### src/rtl/clk_gen_pkg.sv
// rtl/clk_gen_pkg.sv - shared types and helpers for the machine-cycle timing generator
package clk_gen_pkg;

  typedef enum logic {
    IDLE = 1'b0,
    RUN  = 1'b1
  } state_e;

  localparam int unsigned MAX_PHASES = 64;

  function automatic logic [MAX_PHASES-1:0] onehot(input int unsigned k, input int unsigned phases);
    logic [MAX_PHASES-1:0] v;
    v = '0;
    if (k < phases) v = {{(MAX_PHASES-1){1'b0}}, 1'b1} << k;
    return v;
  endfunction

  function automatic int unsigned half_of(input int unsigned phases);
    return phases / 2;
  endfunction

endpackage

### src/rtl/clk_gen_phase_cnt.sv
// rtl/clk_gen_phase_cnt.sv - mod-PHASES phase counter with wrap flag and completed-cycle counter
module clk_gen_phase_cnt
  import clk_gen_pkg::*;
#(
  parameter int unsigned PHASES = 8,
  parameter int unsigned CNT_W  = 16,
  parameter int unsigned KW     = $clog2(PHASES)
) (
  input  logic             clk,
  input  logic             reset,
  input  logic             active,
  input  logic             stall,
  output logic [KW-1:0]    k_q,
  output logic [KW-1:0]    k_next,
  output logic             wrap,
  output logic [CNT_W-1:0] cycle_cnt
);

  localparam logic [KW-1:0] K_LAST = KW'(PHASES - 1);

  logic [KW-1:0]    k_d;
  logic [CNT_W-1:0] cnt_d, cnt_q;
  logic             adv;

  always_comb begin
    adv   = active & ~stall;
    wrap  = adv & (k_q == K_LAST);
    k_d   = k_q;
    cnt_d = cnt_q;
    if (!active)  k_d = '0;
    else if (adv) k_d = wrap ? '0 : k_q + KW'(1);
    if (wrap)     cnt_d = cnt_q + CNT_W'(1);
    // An interrupted cycle is dropped, never counted
    if (!reset) begin
      k_d   = '0;
      cnt_d = '0;
    end
  end

  always_ff @(negedge clk) begin
    k_q   <= k_d;
    cnt_q <= cnt_d;
  end

  assign k_next    = k_d;
  assign cycle_cnt = cnt_q;

endmodule

### src/rtl/clk_gen_param.sv
// rtl/clk_gen_param.sv - machine-cycle timing generator; CLKGEN_STRETCH_EN adds a stall input
module clk_gen_param
  import clk_gen_pkg::*;
#(
  parameter int unsigned PHASES    = 8,
  parameter int unsigned ALU_PHASE = 1,
  parameter int unsigned CNT_W     = 16
) (
  input  logic              clk,
`ifdef CLKGEN_STRETCH_EN
  input  logic              stall,
`endif
  input  logic              reset,
  input  logic              run,
  input  logic              step,
  output logic              clk1,
  output logic              clk2,
  output logic              clk4,
  output logic              fetch,
  output logic              alu_clk,
  output logic [PHASES-1:0] phase,
  output logic              cycle_end,
  output logic              busy,
  output logic [CNT_W-1:0]  cycle_cnt
);

  localparam int unsigned   KW     = $clog2(PHASES);
  localparam logic [KW-1:0] K_LAST = KW'(PHASES - 1);
  localparam logic [KW-1:0] K_HALF = KW'(half_of(PHASES));
  localparam logic [KW-1:0] K_ALU  = KW'(ALU_PHASE);

  generate
    if (PHASES < 4 || (PHASES % 4) != 0 || PHASES > MAX_PHASES) begin : g_bad_phases
      $error("clk_gen_param: PHASES must be a multiple of 4 in 4..64");
    end
    if (ALU_PHASE >= PHASES) begin : g_bad_alu
      $error("clk_gen_param: ALU_PHASE must be below PHASES");
    end
  endgenerate

  logic stall_i;
`ifdef CLKGEN_STRETCH_EN
  assign stall_i = stall;
`else
  assign stall_i = 1'b0;
`endif

  state_e        state_d, state_q;
  logic [KW-1:0] k_q, k_next;
  logic          wrap, run_next;
  logic          clk2_d, clk2_q, clk4_d, clk4_q, fetch_d, fetch_q, alu_clk_d, alu_clk_q;

  clk_gen_phase_cnt #(
    .PHASES (PHASES),
    .CNT_W  (CNT_W),
    .KW     (KW)
  ) u_phase_cnt (
    .clk       (clk),
    .reset     (reset),
    .active    (state_q == RUN),
    .stall     (stall_i),
    .k_q       (k_q),
    .k_next    (k_next),
    .wrap      (wrap),
    .cycle_cnt (cycle_cnt)
  );

  always_comb begin
    state_d = state_q;
    case (state_q)
      IDLE:    if (run || step) state_d = RUN;
      RUN:     if (wrap && !run) state_d = IDLE;
      default: state_d = IDLE;
    endcase
    if (!reset) state_d = IDLE;

    // Outputs are registered from next-phase values so they line up with k_q
    run_next  = (state_d == RUN);
    clk2_d    = run_next & k_next[0];
    clk4_d    = ~run_next | ~k_next[1];
    fetch_d   = run_next & (k_next >= K_HALF);
    alu_clk_d = run_next & (k_next == K_ALU);
  end

  always_ff @(negedge clk) begin
    state_q   <= state_d;
    clk2_q    <= clk2_d;
    clk4_q    <= clk4_d;
    fetch_q   <= fetch_d;
    alu_clk_q <= alu_clk_d;
  end

  assign clk1      = ~clk;
  assign clk2      = clk2_q;
  assign clk4      = clk4_q;
  assign fetch     = fetch_q;
  assign alu_clk   = alu_clk_q;
  assign busy      = (state_q == RUN);
  assign cycle_end = busy & (k_q == K_LAST);
  assign phase     = busy ? PHASES'(onehot(int'(k_q), PHASES)) : '0;

endmodule

### config.mk
export PLATFORM = sky130hd
export DESIGN_NAME = clk_gen_param
export DESIGN_NICKNAME = d
export VERILOG_FILES = /design/src/rtl/clk_gen_pkg.sv /design/src/rtl/clk_gen_phase_cnt.sv /design/src/rtl/clk_gen_param.sv
export SDC_FILE = /design/constraint.sdc
export NUM_CORES = 1
export LEC_CHECK = 0
export ABC_AREA = 1
export CORE_MARGIN = 3
export CORE_UTILIZATION = 45
export CTS_CLUSTER_DIAMETER = 100
export DETAILED_ROUTE_END_ITERATION = 12
export HOLD_SLACK_MARGIN = 0.02
export PLACE_DENSITY = 0.89
export SLEW_MARGIN = 20
export SYNTH_ARGS = -nofsm -noshare
export SYNTH_HDL_FRONTEND = slang
export SYNTH_SLANG_ARGS = --single-unit
### constraint.sdc
create_clock -name clk -period 2.1 [get_ports clk]
set_input_delay 0.42 -clock clk [delete_from_list [all_inputs] [get_ports clk]]
set_output_delay 0.42 -clock clk [all_outputs]
set_load 0.05 [all_outputs]
==> results by stage, run 1 <==
Clock network:
- Buffers inserted during clock tree synthesis total 3.
- The total number of H-tree levels is 1.
- The post-CTS repair timing setup buffer count is 18.
- The post-cts hold buffer count is 0.
- The maximum clock path buffer count is 2.
- The root buffer cell is sky130_fd_sc_hd__clkbuf_4.
- Gates resized during post-CTS repair numbered 49.

Yosys:
- Ranked by total cell area, the synthesized netlist is headed by sky130_fd_sc_hd__dfxtp_1, sky130_fd_sc_hd__nand2_1, sky130_fd_sc_hd__nor2_1, sky130_fd_sc_hd__inv_1, sky130_fd_sc_hd__ha_1.
- The count of yosys warnings during synthesis is 0.
- The biggest area contributor in the post-synthesis netlist is sky130_fd_sc_hd__dfxtp_1.
- In this run the biggest area consumer among cell types represents between 40% and 50% of the synthesized area.
- Synthesis instantiated 23 different standard cells from the library.
- The mapped netlist covers about 1200 um2.
- The number of cells produced by synthesis is 170.
- Counting every net in the synthesized netlist gives 181.
- Synthesis inferred 24 register bits.
- The sequential fraction of the synthesis area is 40.5%.
- The synthesized area per cell is between 6 and 7 um2.

Floorplanning:
- For this configuration, the core starts out at a cell density of between 50% and 60%.
- In this run the horizontal extent of the chip is 57.3 um.
- The floorplan has 17 rows.
- From bottom edge to top edge, the die measures around 57 um.
- The count of pins on the block boundary is 35.

Placed design:
- Summing all placed instances gives a cell area of 2080 um2.
- Once detailed placement completed, the half-perimeter wirelength came to 3110 um.
- The placer congestion estimate is about 0.86.
- The count of buffers inserted at the top-level ports is 34.

Status:
- The flow did not finish.
- The first error in the log reads "[ERROR DPL-0038] Utilization greater than 100%, impossible to legalize".
- The step where the flow halted is clock tree synthesis.
[through the flow]
stage | util (%) | setup slack, ns | hold WS (ns) | cells
3_5_place_dp | 88.1 | -0.527 | 0.492 | 242
3_3_place_gp | 88.1 | -0.527 | 0.480 | 242
2_1_floorplan | - | -0.671 | 0.454 | 170
[Yosys cell counts]
cell type,number
sky130_fd_sc_hd__nand2_1,40
sky130_fd_sc_hd__o21bai_1,1
sky130_fd_sc_hd__o21ai_0,4
sky130_fd_sc_hd__nor4_1,1
sky130_fd_sc_hd__nor2_1,36
sky130_fd_sc_hd__xor2_1,3
sky130_fd_sc_hd__ha_1,7
sky130_fd_sc_hd__nand3_1,4
sky130_fd_sc_hd__nor3_1,2
sky130_fd_sc_hd__clkbuf_1,1
sky130_fd_sc_hd__buf_4,2
sky130_fd_sc_hd__dfxtp_1,24
sky130_fd_sc_hd__nand2_2,1
sky130_fd_sc_hd__nor3_2,1
sky130_fd_sc_hd__nand2_4,1
sky130_fd_sc_hd__nand4_1,5
sky130_fd_sc_hd__a21oi_1,5
sky130_fd_sc_hd__inv_1,27
sky130_fd_sc_hd__nand3b_1,1
sky130_fd_sc_hd__nand3_2,1
sky130_fd_sc_hd__inv_2,1
sky130_fd_sc_hd__nor2_4,1
sky130_fd_sc_hd__nor2_2,1
[kinds of logic after synthesis]
| family | count (synthesis) | share of synthesized area, % |
|---|---|---|
| fa+ha+maj | 7 | 7.38 |
| xor+xnor | 3 | 2.22 |
| simple gates | 95 | 35.0 |
| flops | 24 | 40.5 |
| compound gates | 10 | 4.43 |
| buf+inv | 31 | 10.4 |
==> run 2, diff against run 1 <==
--- a/config.mk
+++ b/config.mk
@@ -7,11 +7,9 @@
 export LEC_CHECK = 0
 export ABC_AREA = 1
 export CORE_MARGIN = 3
-export CORE_UTILIZATION = 45
-export CTS_CLUSTER_DIAMETER = 100
+export CORE_UTILIZATION = 30
 export DETAILED_ROUTE_END_ITERATION = 12
-export HOLD_SLACK_MARGIN = 0.02
-export PLACE_DENSITY = 0.89
+export PLACE_DENSITY_LB_ADDON = 0.15
 export SLEW_MARGIN = 20
 export SYNTH_ARGS = -nofsm -noshare
 export SYNTH_HDL_FRONTEND = slang
==> run 2 against run 1 <==
Net effect: the flow now finishes, with violations (negative setup slack); synthesized area is the same; synthesized cell count unchanged.
==> results by stage, run 2 <==
Status:
- The run finished, with violations left.
- The checks that failed: negative setup slack.

Clock network:
- The maximum clock path buffer count is 2 (unchanged).
- The clock latency on the worst-skew pair is 0.34 ns.
- The total number of H-tree levels is 1 (unchanged).
- The CTS buffer count was 3 (unchanged).
- The tree is rooted in a sky130_fd_sc_hd__clkbuf_8.
- The clock-pin slew reported for the worst setup and hold paths after clock tree synthesis is 0.04 ns.
- The TritonCTS clock tree is yes.

Yosys:
- The number of cells produced by synthesis is 170 (unchanged).
- The share of async-settable or async-resettable flops after synthesis is 0% (unchanged).
- Summed over all instances, the cell type with the most area after synthesis is sky130_fd_sc_hd__dfxtp_1.
- The netlist area before placement is 1190 um2 (unchanged).
- The flip-flop cell with the highest count after synthesis is sky130_fd_sc_hd__dfxtp_1.
- By count the netlist is led by sky130_fd_sc_hd__nand2_1, sky130_fd_sc_hd__nor2_1, sky130_fd_sc_hd__inv_1.
- The count of yosys warnings during synthesis is 0 (unchanged).
- The count of flip-flops with a built-in enable after synthesis is 0 (unchanged).
- The sequential fraction of the synthesis area came to 40.5% (unchanged).
- Ranked by total cell area, the synthesized netlist is headed by sky130_fd_sc_hd__dfxtp_1, sky130_fd_sc_hd__nand2_1, sky130_fd_sc_hd__nor2_1, sky130_fd_sc_hd__inv_1, sky130_fd_sc_hd__ha_1.
- The leading cell type by number of instances after synthesis is sky130_fd_sc_hd__nand2_1.
- The number of register bits inferred by synthesis was 24 (unchanged).
- The synthesized area per cell is 6.98 um2 (unchanged).
- The distinct cell type count after synthesis is 23 (unchanged).
- The fraction of post-synthesis cell area in the top cell type by area was 40.5% (unchanged).
- The total nets after synthesis is 181 (unchanged).

Floorplanning:
- The number of standard-cell rows in the floorplan is 22 (+5).
- The starting density of the core is 31.7% (-19 points).
- The overall die area is 4740 um2.
- The chip height was 68.9 um (+20%).
- The count of pins on the block boundary is 35 (unchanged).
- The core outline area is 3740 um2.
- The die span in x is 68.9 um (+20%).

Critical path:
- The cell type with the highest occurrence count on the critical path is sky130_fd_sc_hd__ha_4.
- Walking the worst path, the cells encountered are ha_4 -> ha_4 -> nand2_4 -> clkinvlp_4 -> buf_12.
- STA classifies the critical path startpoint as a register.
- The destination of the worst register-to-register timing path is u_phase_cnt.cycle_cnt[15].
- STA classifies the critical path endpoint as a primary output.
- The largest stage delay on the critical path is around 0.35 ns.
- The worst register-to-register path has a depth of 8.
- The highest-delay cell along the critical path is sky130_fd_sc_hd__dfxtp_4.
- The category of the most critical setup path is reg2out.
- At the worst endpoint, the required time is 1.68 ns.
- In this run the critical register-to-register path is launched from u_phase_cnt.k_q[1].
- The most critical setup path has its startpoint at u_phase_cnt.k_q[0].
- The peak fanout along the critical path is 3.
- Data arrives at the worst endpoint at 2.46 ns.
- The worst register-to-register path has a setup slack of 0.58 ns.

Layout:
- In the final design database the tool counted about 270 nets.
- The layout has roughly 330 filler cells.
- The register with the most flip-flops in the layout has 16 of them.
- The final cell count without fillers is 308.
- After routing the design area is 2490 um2.
- The total area of sequential cells is 553 um2.
- Leaving out fill and tap cells, the most frequent cell in the layout is sky130_fd_sc_hd__inv_1.
- In the layout the commonest cells are sky130_fd_sc_hd__inv_1, sky130_fd_sc_hd__nand2_1, sky130_fd_sc_hd__buf_12.
- The number of antenna diodes in the final layout is 0.
- The multi-input combinational cells in the finished layout cover a total of between 700 and 800 um2.
- Of the cells placed in the final design, the portion with a size suffix greater than 1 is 47.3%.
- The layout overhead on the synthesized area is 110%.

Power and ir drop:
- The peak supply drop is ~550 uV.
- The cell area power density is between 500 and 600 nW/um2.
- The static leakage is 1.14 nW.

Timing:
- Setup repair after global routing could not meet its margin everywhere.
- The worst slew margin relative to its limit is 83.6%.
- The final hold violation count came to 0.
- The count of final max-slew check failures is 0.
- On the final layout, the worst clock skew is between 0.01 and 0.015 ns.
- For the pin with the worst max-slew slack, the measured transition is ~0.25 ns.
- Setup violations remaining at the end of the flow were counted as 30.
- Across all setup checks in the final design, the least slack found is -0.782 ns.

Route:
- The average vias per placed instance is approximately 4.3.
- After the first detailed-routing iteration, the DRC count stood at 30.
- The wire length reported by the detailed router is 3320 um.
- The detailed-route via count is 1,338.
- The first-pass detailed-route iteration total is 4.
- The number of nets still failing antenna checks after routing is 0.
- The remaining design rule violation count is 0.
- The detail-routed net length per standard cell is 10.8 um.

Placed design:
- The placer congestion estimate came to 0.787 (-8.1%).
- The total cell area at the placement stage is 2100 um2 (+0.84%).
- The number of placed instances with taps included is 261 (+7.9%).
- The minimum setup slack after placement was -0.543 ns (-0.0157 ns).
- The count of buffers inserted at the top-level ports was 34 (unchanged).
- The placed wire-length estimate is 2400 um (-23%).

Global route:
- The first global-routing pass estimated 5820 um of wire.
- The via count of the first global-routing pass is 1,460.
- For this run, the total global-route usage over all layers was measured as between 15 and 20%.
- Entering global routing, the biggest net connects 15 pins.
- After global routing the overflow that remains totals 0.
- The number of antenna violations at the first check in global routing is 0.

Hold path:
- The startpoint identified for the worst hold timing path is u_phase_cnt.cycle_cnt[7].
- The number of cells on the worst hold path is 2.
- The worst hold-check path type is reg2reg.
- The worst hold path terminates at u_phase_cnt.cycle_cnt[7].

Run:
- The max-capacitance violation count is 0.
-- run 2: cell counts after synthesis --
Identical to the previous run, type by type.
-- run 2: where the power goes --
group / internal, mW / switching (mW)
logic: 0.0620 / 0.0644
registers: 0.446 / 0.0121
clock network: 0.330 / 0.355
-- run 2: final cells by class --
cell class | count | share of cell area (%)
repair buffers | 64 | 35.1
well taps | 48 | 2.41
multi-input cells | 115 | 28.9
flip-flops and latches | 24 | 22.2
clock inverters | 26 | 4.97
inverters | 27 | 4.57
clock buffers | 4 | 1.86
-- run 2: worst max path at each step --
stage | end | slack, ns | cells after the start
finish | cycle_end | -0.78 | 5
global route | cycle_end | -0.84 | 5
CTS | cycle_end | -0.79 | 5
detailed placement | alu_clk | -0.54 | 5
global placement | clk1 | -0.53 | 2
floorplan | phase[7] | -0.67 | 5
-- run 2: kinds of logic after synthesis --
group | Yosys count | synth area share, %
buf+inv | 31 | 10.4
compound gates | 10 | 4.43
flops | 24 | 40.5
simple gates | 95 | 35.0
xor+xnor | 3 | 2.22
fa+ha+maj | 7 | 7.38
-- run 2: critical path: cells and delay by family, from the launching register on --
| kind | cells | cell delay, ns |
|---|---|---|
| buffers and inverters | 2 | 0.32 |
| flip-flops | 1 | 0.35 |
| adder cells (fa/ha/maj) | 2 | 0.33 |
| AND/OR/NAND/NOR | 1 | 0.08 |
-- run 2: routing by layer --
metal	vias to the layer above	GRT usage [%]	share of wire (%)	routed length (um)
li1	699	-	-	-
met1	603	17.9	43	1430
met2	32	27.7	52	1720
met3	4	6.48	4.5	149
met4	0	6.08	0.66	22
met5	-	0	0	0
-- run 2: stage by stage --
step	hold slack (ns)	power [mW]	TNS (ns)	util, %
2_1_floorplan	0.454	0.687	-3.37	-
3_3_place_gp	0.482	0.774	-10.21	56.0
3_5_place_dp	0.489	0.778	-11.30	56.0
4_1_cts	0.552	1.30	-10.63	65.7
5_1_grt	0.584	1.37	-11.58	66.5
6_report	0.558	1.27	-10.07	66.5
-- run 2: what timing repair did --
item                                    4_1_cts  5_1_grt
setup buffers                                16        3
hold buffers                                  0        0
resized for setup                            42        4
endpoints found under the setup margin       36       30
pin swaps                                     6        3
No activity file was read; power rests on OpenSTA's default activity.
